==> config.mk <==
export PLATFORM = sky130hd
export DESIGN_NAME = multi_phase_control
export DESIGN_NICKNAME = d
export VERILOG_FILES = /design/src/rtl/multi_phase_control.sv
export SDC_FILE = /design/constraint.sdc
export NUM_CORES = 1
export LEC_CHECK = 0
export BUFFER_PORTS_ARGS = -buffer_cell sky130_fd_sc_hd__buf_2
export CORE_MARGIN = 4
export CORE_UTILIZATION = 50
export CTS_CLUSTER_SIZE = 30
export DETAILED_ROUTE_END_ITERATION = 10
export GPL_ROUTABILITY_DRIVEN = 0
export GPL_TIMING_DRIVEN = 0
export PLACE_DENSITY = 0.85
export SKIP_CTS_REPAIR_TIMING = 1
export SLEW_MARGIN = 40
export SYNTH_ARGS = -nofsm -noshare
export SYNTH_HDL_FRONTEND = slang
export SYNTH_SLANG_ARGS = --single-unit
==> constraint.sdc <==
create_clock -name CLOCK -period 2.22 [get_ports CLOCK]
set_input_delay 0.333 -clock CLOCK [delete_from_list [all_inputs] [get_ports CLOCK]]
set_output_delay 0.333 -clock CLOCK [all_outputs]
set_load 0.02 [all_outputs]
==> src/rtl/multi_phase_control.sv <==
// Five-phase fetch/decode/execute/memory/writeback sequencer.
// Outputs decode from the phase register and latched instruction word.
module multi_phase_control #(
    parameter int DATA_W     = 16,
    parameter int RA_W       = 3,
    parameter int IMM_SIGNED = 1
) (
    input  logic              CLOCK,
    input  logic              RESET,
    input  logic              EXEC,
    input  logic [15:0]       COMMAND,
    input  logic [3:0]        SZCV,
    output logic [DATA_W-1:0] immediate,
    output logic [3:0]        S_ALU,
    output logic              AR_MUX,
    output logic              BR_MUX,
    output logic              INPUT_MUX,
    output logic              ADR_MUX,
    output logic [RA_W-1:0]   writeAddress,
    output logic              write,
    output logic              PC_load,
    output logic              PC_inc,
    output logic              IR_load,
    output logic              MEM_write,
    output logic              FLAG_load,
    output logic [2:0]        phase,
    output logic              running
);

    typedef enum logic [2:0] {
        IDLE = 3'd0,
        P1   = 3'd1,
        P2   = 3'd2,
        P3   = 3'd3,
        P4   = 3'd4,
        P5   = 3'd5
    } state_t;

    state_t      state, state_nx;
    logic [15:0] ir;
    logic        exec_q;
    logic        stop_q, stop_nx;
    logic        exec_rise;

    logic [3:0]  op;
    logic        is_alu, is_ld, is_st, is_li, is_b, is_bcc, is_halt;
    logic        taken;
    logic        in_dp;
    logic        unused_c;

    assign unused_c  = SZCV[1];
    assign exec_rise = EXEC & ~exec_q;

    always_ff @(posedge CLOCK or negedge RESET) begin
        if (!RESET) begin
            state  <= IDLE;
            ir     <= 16'h0000;
            exec_q <= 1'b0;
            stop_q <= 1'b0;
        end else begin
            state  <= state_nx;
            exec_q <= EXEC;
            stop_q <= stop_nx;
            if (state == P1) begin
                ir <= COMMAND;
            end
        end
    end

    // An edge that coincides with the return to IDLE is swallowed here.
    always_comb begin
        state_nx = IDLE;
        unique case (state)
            IDLE:    state_nx = exec_rise ? P1 : IDLE;
            P1:      state_nx = P2;
            P2:      state_nx = P3;
            P3:      state_nx = P4;
            P4:      state_nx = P5;
            P5:      state_nx = (stop_q || is_halt) ? IDLE : P1;
            default: state_nx = IDLE;
        endcase
        stop_nx = stop_q;
        if (state_nx == IDLE) begin
            stop_nx = 1'b0;
        end else if (exec_rise && state != IDLE) begin
            stop_nx = 1'b1;
        end
    end

    assign op      = ir[7:4];
    assign is_alu  = ir[15:14] == 2'b11;
    assign is_ld   = ir[15:14] == 2'b00;
    assign is_st   = ir[15:14] == 2'b01;
    assign is_li   = ir[15:11] == 5'b10000;
    assign is_b    = ir[15:11] == 5'b10100;
    assign is_bcc  = ir[15:11] == 5'b10111;
    assign is_halt = is_alu && op == 4'b1111;

    always_comb begin
        taken = 1'b0;
        case (ir[10:8])
            3'b000:  taken = SZCV[2];
            3'b001:  taken = SZCV[3] ^ SZCV[0];
            3'b010:  taken = SZCV[2] | (SZCV[3] ^ SZCV[0]);
            3'b011:  taken = ~SZCV[2];
            default: taken = 1'b0;
        endcase
    end

    assign in_dp = state == P2 || state == P3
                || state == P4 || state == P5;

    generate
        if (IMM_SIGNED != 0) begin : g_sext
            assign immediate = {{(DATA_W-8){ir[7]}}, ir[7:0]};
        end else begin : g_zext
            assign immediate = {{(DATA_W-8){1'b0}}, ir[7:0]};
        end
    endgenerate

    assign S_ALU        = is_alu ? op : 4'b1111;
    assign writeAddress = RA_W'(is_ld ? ir[13:11] : ir[10:8]);

    assign INPUT_MUX = in_dp && is_alu && op == 4'b1100;
    assign ADR_MUX   = in_dp && ((is_alu && op <= 4'b1011)
                     || ir[15:14] == 2'b10);
    assign BR_MUX    = in_dp && (ir[15:14] != 2'b10 || is_li);
    assign AR_MUX    = in_dp && is_alu && op <= 4'b0110;

    assign IR_load   = state == P1;
    assign FLAG_load = state == P3 && is_alu && op <= 4'b1011;
    assign MEM_write = state == P4 && is_st;
    assign write     = state == P5
                     && ((is_alu && op <= 4'b1100) || is_ld || is_li);
    assign PC_load   = state == P5 && (is_b || (is_bcc && taken));
    assign PC_inc    = state == P5 && !(is_b || (is_bcc && taken));

    assign phase   = state;
    assign running = state != IDLE;

endmodule
==> summary.txt, run 1 <==
Yosys
  – Yosys top cell by area: dfrtp_1
  – Synth Cell Area: 1290 um^2
  – Main area contributors after synthesis: dfrtp_1 41%, mux2_4 10%, buf_4 9.3%, mux2_2 7.8%, buf_6 2.6%
  – Number of synthesized register bits: 21
  – Syn avg cell area: 11.2 um^2
  – Sequential share of the synthesized area: 40.6%
  – Syn Inst Count: 116
  – Synth Warn #: 0
  – Synth top area share: 40.6%
  – Synth Net Count: 140
  – Cell variety after synth: 32

Floorplanning
  – FP Rows: 18
  – Initial Util: 52.2%
  – Core footprint: 2480 um^2
  – IO Count: 60
  – Chip width: 58.9 um
  – Die footprint: 3470 um^2
  – Die height: 58.9 um

STA
  – RSZ-0062 raised after global routing: no
  – Highest Clock Rate: 472 MHz
  – Final hold viol count: 0
  – Max-slew violations: 0
  – Setup WS post-layout: 103 ps
  – Skew final: 9.16 ps
  – Slew HR: 65.3%
  – Tightest Pin Transition: 520 ps
  – TNS Setup: 0 ps
  – Crit share post-route: 95.4%
  – Final setup viols: 0
  – Min cycle time layout: 2120 ps

Route
  – First-pass detailed-route iteration total: 4
  – Drt via density: 5.32
  – Total number of vias: 1111
  – 1st-iter DRT viols: 35
  – Post-DRT Antenna Nets: 0
  – Drt wl/cell: 14.5 um
  – Drt total wl: 3040 um
  – Remaining DRCs: 0

Finish
  – Ant. Diodes: 0
  – Final Util: 67.4%
  – Fillers: 217
  – Area delta synth->final: 29.0%
  – Share of layout cells above drive strength 1: 59.8%
  – NumNets Final: 204

Power
  – Net switching power figure: 1.27 mW
  – Comb pwr share: 65.0%
  – Leak: 0.837 nW
  – Sw Share: 45.2%
  – Maximum VDD drop: 1.41 mV
  – Sequential fraction of design power: 28.4%
  – Internal: 1.54 mW
  – PwrDens: 1690 nW/um^2
  – Clock group share of total power: 6.6%
  – Power, Total: 2.82 mW

Job
  – Max-Cap Viols: 0

Setup path
  – CP Class: reg -> out
  – Reg2reg end: ir[1]
  – Setup crit end: PC_load
  – Cells on worst reg2reg path: 4
  – CP required: 1890 ps
  – WP data arrival: 1780 ps
  – Slowest cell on the critical path: dfrtp_1
  – Buffers & Inverters on Critical Path: 2
  – CP endpoint kind: output pin
  – Beginning of the critical path: phase[1]
  – Reg-to-reg startpoint: phase[1]
  – Startpoint types: register
  – Cell-by-cell trace of the critical path: buf_6 -> nand3b_1 -> nor3_2 -> a21o_1 -> buf_2
  – Stages on the worst setup path: 5
  – CP max stage delay: 430 ps
  – R2R setup slack: 540 ps
  – Delay-heaviest family, CP: simple AND/OR/NAND/NOR gates
  – CP Max Fanout: 9

Global route
  – First-pass GRT wire length: 4920 um
  – Vias in the first global route: 1139
  – Initial antenna violation count: 0
  – Grt total ovfl: 0
  – Total track usage: 18.2%
  – Pin count of the biggest net entering global routing: 22

CTS
  – Clock root buffer: clkbuf_4
  – Clock transition at path regs: 110 ps
  – CTS tree: yes
  – Clock sink count: 21
  – Clock Latency Late Sink: 300 ps
  – H-tree depth: 1
  – Total CTS buffers: 3
  – Clock Path Buffers: 2

Status
  – Status: completed

Placed design
  – I/O Buffers: 58
  – Hpwl dp: 2290 um
  – Setup slack after placement: 479 ps

Hold path
  – HP Class: in -> reg
## sequential cells by signal, indices dropped and copies added, names as in the netlist
| signal | cells |
|---|---|
| stop_q | 1 |
| phase | 3 |
| ir | 16 |
| exec_q | 1 |
## worst register-to-register path, cell delays in order, from the launching register on
cell     delay, ps
dfrtp_1        430
buf_6          150
nor3b_4        480
buf_12         220
mux2_4         300
## power by group through the flow
stage / registers (mW) / logic (mW) / clock network [mW]
finish: 0.800 / 1.83 / 0.186
global route: 0.833 / 1.96 / 0.214
CTS: 0.791 / 1.83 / 0.189
detailed placement: 0.795 / 1.82 / 0
global placement: 0.777 / 1.77 / 0
floorplan: 0.765 / 1.38 / 0
## logic make-up after synthesis
group	Yosys count	synth area share, %
and+or+nand+nor	36	16.6
xor gates and xnor gates	2	1.35
adders and majority gates	1	0.967
muxes	18	18.3
DFF	21	40.6
buffers and inverters	22	14.0
AOI/OAI and AO/OA	16	8.12
## worst min path at each step
stage              to  start  cells after the start  slack [ps]
4_1_cts        ir[11]  RESET                      1         -10
5_1_grt        exec_q   EXEC                      1         130
3_3_place_gp    ir[9]  RESET                      1         310
3_5_place_dp   ir[11]  RESET                      1         320
2_1_floorplan  exec_q  RESET                      0          40
6_report       exec_q   EXEC                      1         140
## layer usage
| metal | share of wire [%] | vias up | track usage, % |
|---|---|---|---|
| met5 | 0 | - | 0 |
| met2 | 52 | 56 | 31.7 |
| met4 | 1.2 | 0 | 5.18 |
| met1 | 38 | 518 | 23.1 |
| li1 | - | 531 | - |
| met3 | 9.3 | 6 | 3.07 |
## cells in the final DEF, fill, tap and decap left out, types with 3 or more instances in the layout
master | netlist | routed
a21oi_1 | 4 | 4
buf_6 | 3 | 3
nand3b_1 | 4 | 4
buf_4 | 16 | 16
nor3_1 | 4 | 3
buf_2 | 0 | 58
clkbuf_4 | 0 | 3
mux2_4 | 9 | 9
mux2_2 | 9 | 9
nor2_1 | 7 | 7
or2_2 | 4 | 4
nor2b_1 | 3 | 3
nand2_1 | 5 | 5
dfrtp_1 | 21 | 21
## per-stage QoR
step | instance area (um^2) | hold slack (ps) | std cells
after floorplan | 1290 | 37.4 | 116
after global placement | 1620 | 308 | 204
after detailed placement | 1620 | 322 | 204
after CTS | 1650 | -14.2 | 208
after global routing | 1670 | 127 | 209
final | 1670 | 144 | 209
## cells in the mapped netlist
| cell | number |
|---|---|
| nor2_1 | 7 |
| buf_6 | 3 |
| a31oi_1 | 2 |
| mux2_2 | 9 |
| a311oi_1 | 1 |
| nor4_1 | 3 |
| o21a_1 | 1 |
| o31a_1 | 1 |
| buf_4 | 16 |
| nand2_1 | 5 |
| dfrtp_1 | 21 |
| nor2b_1 | 3 |
| inv_1 | 2 |
| nand2b_1 | 1 |
| nand4_1 | 1 |
| and4b_1 | 1 |
| nor3b_4 | 1 |
| nor3_1 | 4 |
| and4_1 | 1 |
| ha_1 | 1 |
| o31ai_1 | 2 |
| a211oi_1 | 2 |
| xnor2_1 | 1 |
| or3_2 | 1 |
| a21o_1 | 1 |
| or2_2 | 4 |
| mux2_4 | 9 |
| o21ai_0 | 2 |
| buf_12 | 1 |
| a21oi_1 | 4 |
| xor2_1 | 1 |
| nand3b_1 | 4 |
## layout make-up
class	instances	area [um^2]	area share, %
plain buffers	20	174	10.4
inverters	2	7.51	0.450
flip-flops and latches	21	526	31.5
repair buffers	59	300	18.0
clock buffers	4	26.3	1.57
well taps	30	37.5	2.25
multi-input cells	73	598	35.8
Note: power is estimated with default switching activity, not from simulation.
==> run 2, diff against run 1 <==
Settings changed: CORE_UTILIZATION 50 to 52, CTS_BUF_LIST set to sky130_fd_sc_hd__clkbuf_8, PLACE_DENSITY 0.85 to 0.88.
==> run 2 against run 1 <==
Against the previous run: total power is 1.6% higher; fmax is 3.6% higher; non-clock buffer count is 1 lower; cell area is 0.30% lower; critical path depth is 1 lower; sequential power is 1% lower; combinational power hardly changed; setup slack better by 74 ps; final cell count is 1.4% lower; clock skew is 3.4 ps lower.
==> summary.txt, run 2 (synthesis gave the netlist of run 1 again) <==
Hold path
  – HP Class: in -> async (was in -> reg)

Route
  – First-pass detailed-route iteration total: 4 (unchanged)
  – M1 WL: 1230 um (was 1150 um)
  – Drt total wl: 2920 um (was 3040 um)
  – Drt wl/cell: 14.2 um (was 14.5 um)
  – 1st-iter DRT viols: 34 (was 35)
  – Total number of vias: 1071 (was 1111)
  – Post-DRT Antenna Nets: 0 (unchanged)
  – Remaining DRCs: 0 (unchanged)
  – Met3 WL: 303 um (was 284 um)
  – Met2 routed WL: 1370 um (was 1570 um)
  – Top sig layer: met4 (unchanged)
  – Drt via density: 5.20 (was 5.32)

CTS
  – Clock Path Buffers: 2 (unchanged)
  – H-tree depth: 1 (unchanged)
  – Total CTS buffers: 3 (unchanged)
  – Clock sink count: 21 (unchanged)
  – Clock Latency Late Sink: 250 ps (was 300 ps)
  – Clock root buffer: clkbuf_8 (was clkbuf_4)
  – CTS tree: yes (unchanged)
  – Clock transition at path regs: 70 ps (was 110 ps)

Setup path
  – Reg2reg end: ir[12] (was ir[1])
  – CP endpoint kind: output pin (unchanged)
  – R2R setup slack: 520 ps (was 540 ps)
  – CP required: 1890 ps (about the same)
  – CP Class: reg -> out (unchanged)
  – CP Max Fanout: 10 (was 9)
  – Setup crit end: IR_load (was PC_load)
  – Startpoint types: register (unchanged)
  – Reg-to-reg startpoint: phase[1] (unchanged)
  – Cells on worst reg2reg path: 4 (unchanged)
  – Beginning of the critical path: phase[1] (unchanged)
  – WP data arrival: 1710 ps (was 1780 ps)

Finish
  – Area delta synth->final: 28.6% (was 29.0%)
  – Ant. Diodes: 0 (unchanged)
  – Fillers: 192 (was 217)
  – NumNets Final: 203 (was 204)
  – Most common cell after layout, fill and taps aside: buf_2 (unchanged)
  – Final Util: 72.4% (was 67.4%)
  – Share of layout cells above drive strength 1: 59.0% (was 59.8%)
  – Largest register by flop count: ir (unchanged)
  – Finished Layout Cells: 206 (was 209)
  – Most frequent cells in the layout: 58 x buf_2, 21 x dfrtp_1, 16 x buf_4, 9 x mux2_2, 9 x mux2_4 (unchanged)
  – Max reg flops: 16 (unchanged)

Global route
  – Initial antenna violation count: 0 (unchanged)
  – Vias in the first global route: 1065 (was 1139)
  – Total track usage: 18.1% (was 18.2%)
  – First-pass GRT wire length: 4750 um (was 4920 um)
  – Grt total ovfl: 0 (unchanged)
  – Pin count of the biggest net entering global routing: 22 (unchanged)

Floorplanning
  – Initial Util: 56.3% (was 52.2%)
  – FP Rows: 17 (was 18)
  – Die height: 57.9 um (was 58.9 um)
  – Core footprint: 2300 um^2 (was 2480 um^2)
  – IO Count: 60 (unchanged)
  – Chip width: 57.9 um (was 58.9 um)
  – Die footprint: 3350 um^2 (was 3470 um^2)

STA
  – Slew HR: 62.7% (was 65.3%)
  – Tightest Pin Transition: 559 ps (was 520 ps)
  – Skew final: 5.77 ps (was 9.16 ps)
  – Highest Clock Rate: 490 MHz (was 472 MHz)
  – Max-slew violations: 0 (unchanged)
  – TNS Setup: 0 ps (unchanged)
  – Final hold viol count: 0 (unchanged)
  – Final setup viols: 0 (unchanged)
  – Crit share post-route: 92.0% (was 95.4%)
  – Min cycle time layout: 2040 ps (was 2120 ps)
  – RSZ-0062 raised after global routing: no (unchanged)

Placed design
  – Hpwl dp: 2300 um (was 2290 um)
  – Placed insts: 202 (was 204)
  – I/O Buffers: 58 (unchanged)

Power
  – Leak: 0.845 nW (was 0.837 nW)
  – PwrDens: 1720 nW/um^2 (was 1690 nW/um^2)
  – Sequential fraction of design power: 27.7% (was 28.4%)
  – Sw Share: 44.3% (was 45.2%)
  – Comb pwr share: 63.9% (was 65.0%)
  – Net switching power figure: 1.27 mW (about the same)
  – Internal: 1.59 mW (was 1.54 mW)
  – Clock group share of total power: 8.5% (was 6.6%)
  – Maximum VDD drop: 1.05 mV (was 1.41 mV)

Job
  – Max-Cap Viols: 0 (unchanged)

Status
  – Status: completed (unchanged)
## run 2: cell count changes in the layout (fill, tap and decap cells not counted)
| cell | previous run | this run |
|---|---|---|
| nor4_2 | 1 | 0 |
| clkbuf_1 | 1 | 0 |
| nor4_1 | 2 | 3 |
| nor3_2 | 1 | 0 |
| clkbuf_8 | 0 | 3 |
| inv_1 | 2 | 3 |
| clkbuf_4 | 3 | 0 |
| dlygate4sd3_1 | 1 | 0 |
| nor3_1 | 3 | 4 |
## run 2: layer usage
metal  vias to the layer above  GRT usage, %
li1                        520             -
met3                         4          4.23
met1                       494          22.2
met4                         0          3.97
met5                         -             0
met2                        53          32.3
## run 2: worst min-delay path by stage
stage / start / end / slack, ps / cells past startpoint
2_1_floorplan: RESET / exec_q / 40 / 0
3_3_place_gp: RESET / phase[1] / 320 / 1
3_5_place_dp: RESET / phase[1] / 320 / 1
4_1_cts: RESET / ir[7] / 50 / 1
5_1_grt: RESET / phase[1] / 60 / 1
6_report: RESET / phase[1] / 30 / 1
## run 2: per-stage QoR
stage	hold slack, ps	setup slack, ps	area, um^2	total power [mW]
6_report	33.4	177	1660	2.86
5_1_grt	63.0	78.6	1660	3.05
2_1_floorplan	37.4	422	1290	2.14
3_3_place_gp	315	480	1620	2.55
3_5_place_dp	319	434	1620	2.63
4_1_cts	46.0	143	1660	2.87
## run 2: power groups by stage
stage / sequential (mW) / combinational, mW / clock, mW
after floorplan: 0.765 / 1.38 / 0
after global placement: 0.779 / 1.77 / 0
after detailed placement: 0.796 / 1.83 / 0
after CTS: 0.792 / 1.84 / 0.246
after global routing: 0.828 / 1.95 / 0.265
final: 0.792 / 1.83 / 0.242
## run 2: cell type report
type | instances | area [um^2] | share of cell area (%)
Sequential cell | 21 | 526 | 31.6
Multi-Input combinational cell | 73 | 587 | 35.3
Timing Repair Buffer | 58 | 290 | 17.4
Buffer | 20 | 174 | 10.5
Clock inverter | 1 | 3.75 | 0.226
Tap cell | 28 | 35.0 | 2.11
Inverter | 2 | 7.51 | 0.451
Clock buffer | 3 | 41.3 | 2.48
## run 2: worst max-delay path, cell delays in order, from the launching register on
cell	delay [ps]
dfrtp_1	410
buf_6	150
nor3b_4	500
buf_12	220
buf_2	170
